File: src/rtl/fsm_stim_pkg.sv
// Shared definitions for the FSM stimulus controller: controller state
// encoding and the field layout of one program entry.
package fsm_stim_pkg;

    typedef enum logic [1:0] {
        IDLE = 2'd0,
        FRST = 2'd1,
        RUN  = 2'd2,
        DONE = 2'd3
    } state_e;

    localparam int unsigned PROG_W     = 6;
    localparam int unsigned BIT_A0     = 5;
    localparam int unsigned BIT_A4     = 4;
    localparam int unsigned BIT_I3     = 3;
    localparam int unsigned BIT_EXP_U4 = 2;
    localparam int unsigned BIT_EXP_U8 = 1;
    localparam int unsigned BIT_EXP_O3 = 0;

    function automatic logic [2:0] stim_bits(input logic [PROG_W-1:0] entry);
        return {entry[BIT_A0], entry[BIT_A4], entry[BIT_I3]};
    endfunction

    function automatic logic [2:0] exp_bits(input logic [PROG_W-1:0] entry);
        return {entry[BIT_EXP_U4], entry[BIT_EXP_U8], entry[BIT_EXP_O3]};
    endfunction

endpackage

File: src/rtl/fsm_stim_ctrl_mem.sv
// Program store: synchronous write, asynchronous read, no reset so the
// program survives a controller reset.
module stim_mem #(
    parameter int unsigned DEPTH_W = 4,
    parameter int unsigned DATA_W  = 6
) (
    input  logic               clk_i,
    input  logic               we_i,
    input  logic [DEPTH_W-1:0] waddr_i,
    input  logic [DATA_W-1:0]  wdata_i,
    input  logic [DEPTH_W-1:0] raddr_i,
    output logic [DATA_W-1:0]  rdata_o
);

    logic [DATA_W-1:0] mem_q [0:(1<<DEPTH_W)-1];

    always_ff @(posedge clk_i) begin
        if (we_i) begin
            mem_q[waddr_i] <= wdata_i;
        end
    end

    assign rdata_o = mem_q[raddr_i];

endmodule

File: src/rtl/fsm_stim_ctrl.sv
// Replays a stored stimulus program into an external FSM, checks its Mealy
// outputs step by step and records pass/fail plus the first failing step.
module fsm_stim_ctrl
    import fsm_stim_pkg::*;
#(
    parameter int unsigned DEPTH_W = 4
) (
    input  logic               clk,
    input  logic               rst_b,
    input  logic               start,
    input  logic [DEPTH_W-1:0] len,
    input  logic               wr_en,
    input  logic [DEPTH_W-1:0] wr_addr,
    input  logic [PROG_W-1:0]  wr_data,
    output logic               A0,
    output logic               A4,
    output logic               I3,
    output logic               fsm_rst_b,
    input  logic               U4,
    input  logic               U8,
    input  logic               O3,
    output logic               busy,
    output logic               done,
    output logic               pass,
    output logic [DEPTH_W-1:0] err_step
);

    state_e             state_q;
    logic [DEPTH_W-1:0] step_q;
    logic [DEPTH_W-1:0] len_q;
    logic               pass_q;
    logic [DEPTH_W-1:0] err_step_q;

    logic [PROG_W-1:0]  entry;
    logic [DEPTH_W-1:0] last_step_d;
    logic               mismatch_d;
    logic               mem_we;

    assign busy   = (state_q == FRST) || (state_q == RUN);
    assign done   = (state_q == DONE);
    assign mem_we = wr_en && !busy;

    stim_mem #(
        .DEPTH_W (DEPTH_W),
        .DATA_W  (PROG_W)
    ) u_mem (
        .clk_i   (clk),
        .we_i    (mem_we),
        .waddr_i (wr_addr),
        .wdata_i (wr_data),
        .raddr_i (step_q),
        .rdata_o (entry)
    );

    // len=0 wraps to all-ones, giving the full 2**DEPTH_W step run.
    assign last_step_d = len_q - DEPTH_W'(1);
    assign mismatch_d  = ({U4, U8, O3} != exp_bits(entry));

    always_ff @(posedge clk or negedge rst_b) begin
        if (!rst_b) begin
            state_q    <= IDLE;
            step_q     <= '0;
            len_q      <= '0;
            pass_q     <= 1'b0;
            err_step_q <= '0;
        end else begin
            case (state_q)
                IDLE: begin
                    if (start) begin
                        state_q    <= FRST;
                        len_q      <= len;
                        step_q     <= '0;
                        pass_q     <= 1'b1;
                        err_step_q <= '0;
                    end
                end
                FRST: begin
                    state_q <= RUN;
                end
                RUN: begin
                    if (mismatch_d && pass_q) begin
                        pass_q     <= 1'b0;
                        err_step_q <= step_q;
                    end
                    if (step_q == last_step_d) begin
                        state_q <= DONE;
                    end else begin
                        step_q <= step_q + DEPTH_W'(1);
                    end
                end
                DONE: begin
                    state_q <= IDLE;
                end
                default: begin
                    state_q <= IDLE;
                end
            endcase
        end
    end

    assign {A0, A4, I3} = (state_q == RUN) ? stim_bits(entry) : '0;
    assign fsm_rst_b    = rst_b && (state_q != FRST);
    assign pass         = pass_q;
    assign err_step     = err_step_q;

endmodule
File: config.mk
export PLATFORM = sky130hd
export DESIGN_NAME = fsm_stim_ctrl
export DESIGN_NICKNAME = d
export VERILOG_FILES = /design/src/rtl/fsm_stim_pkg.sv /design/src/rtl/fsm_stim_ctrl_mem.sv /design/src/rtl/fsm_stim_ctrl.sv
export SDC_FILE = /design/constraint.sdc
export NUM_CORES = 1
export LEC_CHECK = 0
export CORE_MARGIN = 2
export CORE_UTILIZATION = 30
export DETAILED_ROUTE_END_ITERATION = 7
export PLACE_DENSITY_LB_ADDON = 0.12
export SLEW_MARGIN = 10
export SYNTH_ARGS = -nofsm -noshare
export SYNTH_HDL_FRONTEND = slang
export SYNTH_HIERARCHICAL = 1
export SYNTH_SLANG_ARGS = --single-unit
File: constraint.sdc
create_clock -name clk -period 2.4 [get_ports clk]
set_input_delay 0.36 -clock clk [delete_from_list [all_inputs] [get_ports clk]]
set_output_delay 0.36 -clock clk [all_outputs]
set_load 0.03 [all_outputs]
# [After elaboration in Yosys (flattened, before gate mapping)]
# Memories as Yosys holds them, arrays and structs flattened.
# Cells that the tools add are included.
[classes] n_reduce_logical=11 n_eq_ne=10 add_sub_neg=2 muxes=14
[ops] op="$pmux 4 s2" n=2
[ops] op="$mux 4" n=3
[ops] op="$pmux 2 s4" n=1
[ops] op="$ne 2x1->1 const B" n=3
[ops] op="$reduce_and 3->1" n=2
[ops] op="$add 4x1->4 const B" n=1
[ops] op="$eq 2x2->1 const B" n=2
[ops] op="$eq 4x4->1" n=1
[ops] op="$mux 1" n=4
[ops] op="$mux 2" n=2
[ops] op="$ne 2x2->1 const B" n=2
[ops] op="$reduce_and 2->1" n=2
[ops] op="$sub 4x1->4 const B" n=1
[ops] op="$logic_and 1x1->1" n=3
[ops] op="$mux 3" n=1
[ops] op="$ne 3x3->1" n=1
[ops] op="$eq 2x1->1 const B" n=1
[ops] op="$logic_not 2->1" n=1
[ops] op="$pmux 1 s2" n=1
[ops] op="$reduce_bool 2->1" n=1
[ops] op="$logic_not 1->1" n=1
[ops] op="$logic_or 1x1->1" n=1
[word_totals] ff_bits=15 memories=1 mem_bits_rw=96 elab_cells=43 inputBits=21
[mem_list] memory="u_mem.mem_q" words=16 word_bits=6 rd=1 rd_ports_with_merged_regs=0 write_ports=1 line="fsm_stim_ctrl_mem.sv:15" rtl="logic [DATA_W-1:0] mem_q [0:(1<<DEPTH_W)-1];"

# [Longest topological paths before layout]
# Gate-level depths: netlist of the first run.
[logic_depth] ltp_word=6 mapped_depth=9 ltp_nobuf=7

# [Modules after synthesis]
# The synthesis of the first run kept the hierarchy.
[by_module_without_submodules] mod="stim_mem" instances=1 area_each_um2=3774.9 seq_area_each_um2=2882.8 cells_per_inst=172
[by_module_without_submodules] mod="fsm_stim_ctrl" instances=1 area_each_um2=1079.8 seq_area_each_um2=375.4 cells_per_inst=110

# [Worst setup path after synthesis of the first run]
# No wires, ideal clock.
[synth_path] kind="flip-flop to flip-flop" startpoint="register step_q[0]" endpoint="register err_step_q[2], in the netlist err_step[2]" path_slack_ps=-131 path_stages_with_launch=10 synth_period_minus_slack_ps=2531 arrival_time_ps=2407 path_cell_list="dfrtp_1 > buf_6 > buf_6 > mux4_1 > a22oi_1 > nand2_1 > xor2_1 > o31ai_1 > or3_1 > nand3_1"
[synth_via] elab_chain_len=5
[synth_lines] element="start: declaration" line="fsm_stim_ctrl.sv:29" rtl="logic [DEPTH_W-1:0] step_q;"
[synth_lines] element="start signal: assignment" line="fsm_stim_ctrl.sv:88" rtl="step_q <= step_q + DEPTH_W'(1);"
[synth_lines] element="$mem_v2 16x6"
[synth_lines] element="named net entry[0]" line="fsm_stim_ctrl.sv:34" rtl="logic [PROG_W-1:0] entry;"
[synth_lines] element="$ne 3x3->1" line="fsm_stim_ctrl.sv:57" rtl="assign mismatch_d = ({U4, U8, O3} != exp_bits(entry));"
[synth_lines] element="$logic_and 1x1->1" line="fsm_stim_ctrl.sv:81" rtl="if (mismatch_d && pass_q) begin"
[synth_lines] element="$ne 2x1->1 (no source line)"
[synth_lines] element="$reduce_and 3->1 (no source line)"
[synth_lines] element="end signal: assignment" line="fsm_stim_ctrl.sv:83" rtl="err_step_q <= step_q;"
[synth_lines] element="end: declaration" line="fsm_stim_ctrl.sv:32" rtl="logic [DEPTH_W-1:0] err_step_q;"
# The timed path passes the listed nets, and every way through them passes these cells.
# A chain may end at the register's enable or synchronous reset.

# [Final worst setup path of the first run]
[layout_path] startpoint="register step_q[0]" endpoint="output A0"
[layout_via] elab_chain_len=2
[layout_lines] element="$mem_v2 16x6"
[layout_lines] element="named net entry[5]" line="fsm_stim_ctrl.sv:34"
[layout_lines] element="$mux 3" line="fsm_stim_ctrl.sv:101" rtl="assign {A0, A4, I3} = (state_q == RUN) ? stim_bits(entry) : '0;"
[layout_lines] element="end: declaration" line="fsm_stim_ctrl.sv:15" rtl="output logic A0,"
# The timed path passes the listed nets, and every way through them passes these cells.

==> results.tsv, run 1 <==
metric	value	unit
antenna_found_initial	0	
ys_seq_area_share	67.1	%
fmax	0.398	GHz
use_met3	2.43	%
grt_util_met2	22.6	%
final.fill_count	1484	
ioPinCount	32	
postLayoutCoreUtil	38.7	%
ant_nets	0	
syn_avg_cell_area	17.2	um2
layout_min_cycle_time	2.51	ns
drt_iter0_drc	236	
worstMarginPinSlew	0.739	ns
synthesis.nets	310	
fin_setup_tns	-0.744	ns
wl	11500	um
cts_tree	done	
slew_violations	0	
cp.required	2.04	ns
die_y	131	um
post-route-cell-area	6130	um2
first_pass_iters	4	
crit_path_start_kind	flop	
grt_first_pass_wirelength	17900	um
multi_input_area	1570	um2
vias	2827	
drcViolationCount	0	
clk_latency	0.35	ns
synth_warnings	6	
grt_use_total	14.1	%
post-route-period-util	105	%
die_area	17200	um2
antenna_cells	0	
grt.met1_usage	19.4	%
grt_max_degree	19	
final_common_cell	edfxtp_1	
fin_ws	-0.110	ns
clk_pin_slew	0.07	ns
viasPerCell	4.82	
nets	393	
hp-class	input port to asynchronous set/reset pin	
power.density	1040	nW/um2
finalSetupViolCount	8	
synth.distinct_cells	44	
place_hpwl	8300	um
clockBufferDepth	2	
netlist_instances	282	
synth_area	4850	um2
htreeDepth	3	
max_cap_viol_count	0	
preCtsSetupSlack	-0.255	ns
area.sequential	3260	um2
placement.cell_area	5710	um2
coreArea	15800	um2
area_delta_synth_final	26.2	%
finalClockSkew	0.00637	ns
overflow	0	
std_cell_rows	46	
cts_made_buffers	9	
crit_arrival	2.15	ns
critical_path_class	flop to primary output	
start_util	30.7	%
hold_violations	0	
clkSinkCount	111	
slew_headroom	50.6	%
cp_max_fo	7	
die_x	131	um
endpoint_kind	primary output	
layout-drive-gt1-share	30.8	%
status	finished, violations left	
gp_congestion	0.744	
grt_pass1_vias	2916	
routedWlPerCell	19.7	um
busiest_layer	met2	
clockRootBuffer	clkbuf_16	
grt_setup_unrepaired	true	
ys_seq_elements	111	
ir_drop	379	uV
violations	negative setup slack	
power	6.38	mW
leakage	2.13	nW
portBuffers	31	
most-common-layout-cells	edfxtp_1 (96), buf_4 (46), clkdlybuf4s50_1 (27)	
==> stage by stage <==
| stage | hold WS (ns) | cells |
|---|---|---|
| 5_1_grt | 0.439 | 586 |
| 4_1_cts | 0.415 | 583 |
| 6_report | 0.401 | 586 |
| 3_3_place_gp | 0.542 | 566 |
| 2_1_floorplan | 0.0644 | 282 |
| 3_5_place_dp | 0.546 | 566 |
==> sequential cells by signal (all words and copies together), names as in the netlist <==
signal       count
err_step         4
step_q           4
state_q          2
u_mem/mem_q     96
len_q            4
pass             1
==> cells in the mapped netlist, drive strengths merged <==
| master | number | area, um2 |
|---|---|---|
| a21oi | 2 | 10.0 |
| ha | 7 | 87.6 |
| o211ai | 4 | 30.0 |
| nand4 | 5 | 31.3 |
| a221oi | 1 | 8.76 |
| inv | 4 | 15.0 |
| nor2 | 14 | 52.6 |
| a2bb2oi | 1 | 8.76 |
| mux2 | 5 | 56.3 |
| nand2b | 3 | 18.8 |
| nor3 | 7 | 40.0 |
| clkbuf | 4 | 36.3 |
| nand3 | 14 | 70.1 |
| nand3b | 3 | 22.5 |
| and2 | 5 | 31.3 |
| mux4 | 24 | 586 |
| or3b | 1 | 8.76 |
| a211o | 1 | 8.76 |
| nor2b | 5 | 31.3 |
| nand2 | 19 | 71.3 |
| xnor2 | 2 | 25.0 |
| o21ai | 2 | 10.0 |
| xor2 | 6 | 60.1 |
| mux2i | 1 | 10.0 |
| a22oi | 13 | 97.6 |
| o31a | 1 | 8.76 |
| o31ai | 1 | 7.51 |
| or3 | 2 | 12.5 |
| and3 | 1 | 11.3 |
| nor3b | 3 | 22.5 |
| a21boi | 1 | 7.51 |
| edfxtp | 96 | 2880 |
| dfrtp | 15 | 375 |
| buf | 7 | 67.6 |
| xnor3 | 1 | 22.5 |
| a311oi | 1 | 8.76 |
==> cell families (layout without fill, tap and decap cells) <==
kind of cell / Yosys count / after routing / share of synthesized area, %
and+or+nand+nor: 82 / 82 / 8.74
adders and majority gates: 7 / 7 / 1.80
buffers and inverters: 15 / 103 / 2.45
muxes: 30 / 30 / 13.4
xor gates and xnor gates: 9 / 9 / 2.22
AOI/OAI and AO/OA: 28 / 28 / 4.25
DFF: 111 / 111 / 67.1
==> metal layers <==
| metal | up-vias | part of all wire, % |
|---|---|---|
| met1 | 1440 | 47 |
| met2 | 82 | 48 |
| met5 | - | 0 |
| met4 | 0 | 1.9 |
| met3 | 15 | 4.0 |
| li1 | 1290 | - |
==> report_power, final <==
group / internal (mW) / switching [mW] / total [mW]
combinational: 1.24 / 1.36 / 2.60
sequential: 2.25 / 0.144 / 2.40
clock: 0.733 / 0.647 / 1.38
total: 4.22 / 2.15 / 6.38
==> final timing paths <==
path	cells past startpoint	startpoint	end	slack, ns
min in group clk	2	err_step[0]	err_step[0]	0.56
hold / removal	2	rst_b	err_step[3]	0.40
setup reg to reg	11	step_q[0]	err_step[0]	-0.11
hold reg to reg	2	err_step[0]	err_step[0]	0.56
max in group asynchronous	2	rst_b	step_q[0]	1.79
setup / recovery	7	step_q[0]	A0	-0.11
==> final cells by class <==
class	count	share of cell area (%)
Clock inverter	3	0.327
Sequential cell	111	53.2
Inverter	4	0.245
Tap cell	216	4.41
Clock buffer	13	4.08
Multi-Input combinational cell	156	25.6
Timing Repair Buffer	83	12.1
==> critical path, stage by stage (launching register included) <==
cell and delay [ns]:
dfrtp_2 0.48, buf_6 0.15, buf_4 0.11, mux4_2 0.50, a22oi_2 0.18, nand2_1 0.08
and2_4 0.17, buf_6 0.13
==> timing repair <==
action | in CTS | in global routing
gates resized for setup | 27 | 20
pin swaps | 3 | 9
hold buffers | 0 | 0
buffers inserted | 1 | 3
endpoints found under the setup margin | 8 | 8
Power figures use the tool's default switching activity.
==> run 2: changes to the inputs <==
==> constraint.sdc (replaced) <==
create_clock -name clk -period 2.4 [get_ports clk]
set_input_delay 0.36 -clock clk [delete_from_list [all_inputs] [get_ports clk]]
set_output_delay 0.36 -clock clk [all_outputs]
set_load 0.1 [all_outputs]
==> results.tsv, run 2 (same netlist as run 1, synthesis figures left out) <==
metric	value	unit
coreArea	15800	um2
ir_drop	868	uV
instances_no_fill	573	
grt_setup_unrepaired	true	
slew_headroom	34.5	%
crit_arrival	2.20	ns
die_x	131	um
antenna_cells	0	
gp_congestion	0.714	
status	finished, violations left	
worstMarginPinSlew	0.955	ns
met1_length	5500	um
drcViolationCount	0	
path_common_cell	buf_12	
slew_violations	0	
ioPinCount	32	
hp-class	input port to asynchronous set/reset pin	
r2r_start	step_q[0]	
std_cell_rows	46	
die_y	131	um
finalSetupViolCount	7	
final.fill_count	1499	
cts_tree	done	
power	6.88	mW
first_pass_iters	4	
max_cap_viol_count	0	
r2r_end	err_step[3]	
critical_path_class	flop to primary output	
htreeDepth	3	
clockRootBuffer	clkbuf_16	
start_util	30.7	%
vias	2738	
final_common_cell	edfxtp_1	
drt_iter0_drc	198	
grt_max_degree	31	
place_hpwl	7380	um
crit_path_max_incr_delay	0.54	ns
clockBufferDepth	2	
violations	negative setup slack	
cts_made_buffers	9	
crit_path_start_kind	flop	
fmax	0.390	GHz
area_delta_synth_final	25.7	%
cts_hold_buffers	0	
leakage	2.08	nW
postLayoutCoreUtil	38.6	%
nets	382	
grt_first_pass_wirelength	17200	um
grt_use_total	13.5	%
layout-drive-gt1-share	33.3	%
overflow	0	
most-common-layout-cells	edfxtp_1 (96), buf_4 (38), clkdlybuf4s50_1 (20)	
regMostFlops	u_mem/mem_q	
cp_max_fo	6	
dp_cells	552	
ant_nets	0	
fin_ws	-0.164	ns
met3WireLength	328	um
ff2ff_path_depth	10	
finalClockSkew	0.00597	ns
grt_pass1_vias	2896	
power.density	1130	nW/um2
routedWlPerCell	19.2	um
hold_violations	0	
top_layer_used	met4	
cp.required	2.04	ns
die_area	17200	um2
reg2reg_slack	-0.08	ns
post-route-period-util	107	%
wl	11000	um
cpMaxStageDelayCell	mux4_2	
largest_register_ffs	96	
antenna_found_initial	0	
clk_latency	0.34	ns
wl_met2	5030	um
portBuffers	31	
crit_chain	buf_12 > buf_6 > mux4_2 > a22oi_2 > nand2_1 > and2_4 > buf_12	
layout_min_cycle_time	2.56	ns
clk_pin_slew	0.07	ns
viasPerCell	4.78	
clkSinkCount	111	
endpoint_kind	primary output	
run 2: stage by stage:
| stage | setup slack, ns | hold slack (ns) | instance area [um2] | TNS [ns] |
|---|---|---|---|---|
| 6_report | -0.164 | 0.373 | 6100 | -0.745 |
| 5_1_grt | -0.243 | 0.378 | 6100 | -1.55 |
| 4_1_cts | -0.187 | 0.367 | 6100 | -0.795 |
| 3_5_place_dp | -0.0500 | 0.529 | 5720 | -0.136 |
| 3_3_place_gp | -0.0164 | 0.509 | 5720 | -0.0367 |
| 2_1_floorplan | -0.0206 | 0.0644 | 4880 | -0.124 |
run 2: worst max-delay path: cells and delay by family (launching register included):
| kind | cells | cell delay, ns |
|---|---|---|
| muxes | 1 | 0.54 |
| DFF | 1 | 0.45 |
| buffers and inverters | 3 | 0.43 |
| and+or+nand+nor | 2 | 0.28 |
| AOI/OAI and AO/OA | 1 | 0.16 |
run 2: worst max path at each step:
stage | endpoint | startpoint | cells after the start
finish | A0 | step_q[0] | 7
global route | I3 | step_q[0] | 7
CTS | A4 | step_q[0] | 7
detailed placement | err_step[1] | step_q[0] | 9
global placement | err_step[1] | step_q[0] | 9
floorplan | u_mem/mem_q[0][0] | state_q[0] | 5
run 2: layout make-up:
class                      instances  area, um2  area share (%)
tap                              216        270            4.43
sequential                       111       3260            53.4
multi-input combinational        156       1560            25.6
clock inverter                     3       12.5           0.205
clock buffer                      11        233            3.81
inverter                           4       15.0           0.246
timing repair buffer              72        748            12.3
run 2: what timing repair did:
| action | CTS | global route |
|---|---|---|
| resized for setup | 22 | 9 |
| pin swaps | 7 | 5 |
| buffers inserted | 7 | 0 |
| endpoints found under the hold margin | 0 | 0 |
| gates cloned | 1 | 0 |
| endpoints found under the setup margin | 7 | 14 |
run 2: power breakdown:
group | switching, mW | internal, mW
Combinational | 1.84 | 1.36
Clock | 0.610 | 0.684
Sequential | 0.134 | 2.26
run 2: routing by layer:
layer  vias to the layer above  global-route usage, %
li1                       1253                      -
met1                      1419                   18.9
met2                        54                   20.7
met3                        12                   3.01
met4                         0                   4.89
met5                         -                      0
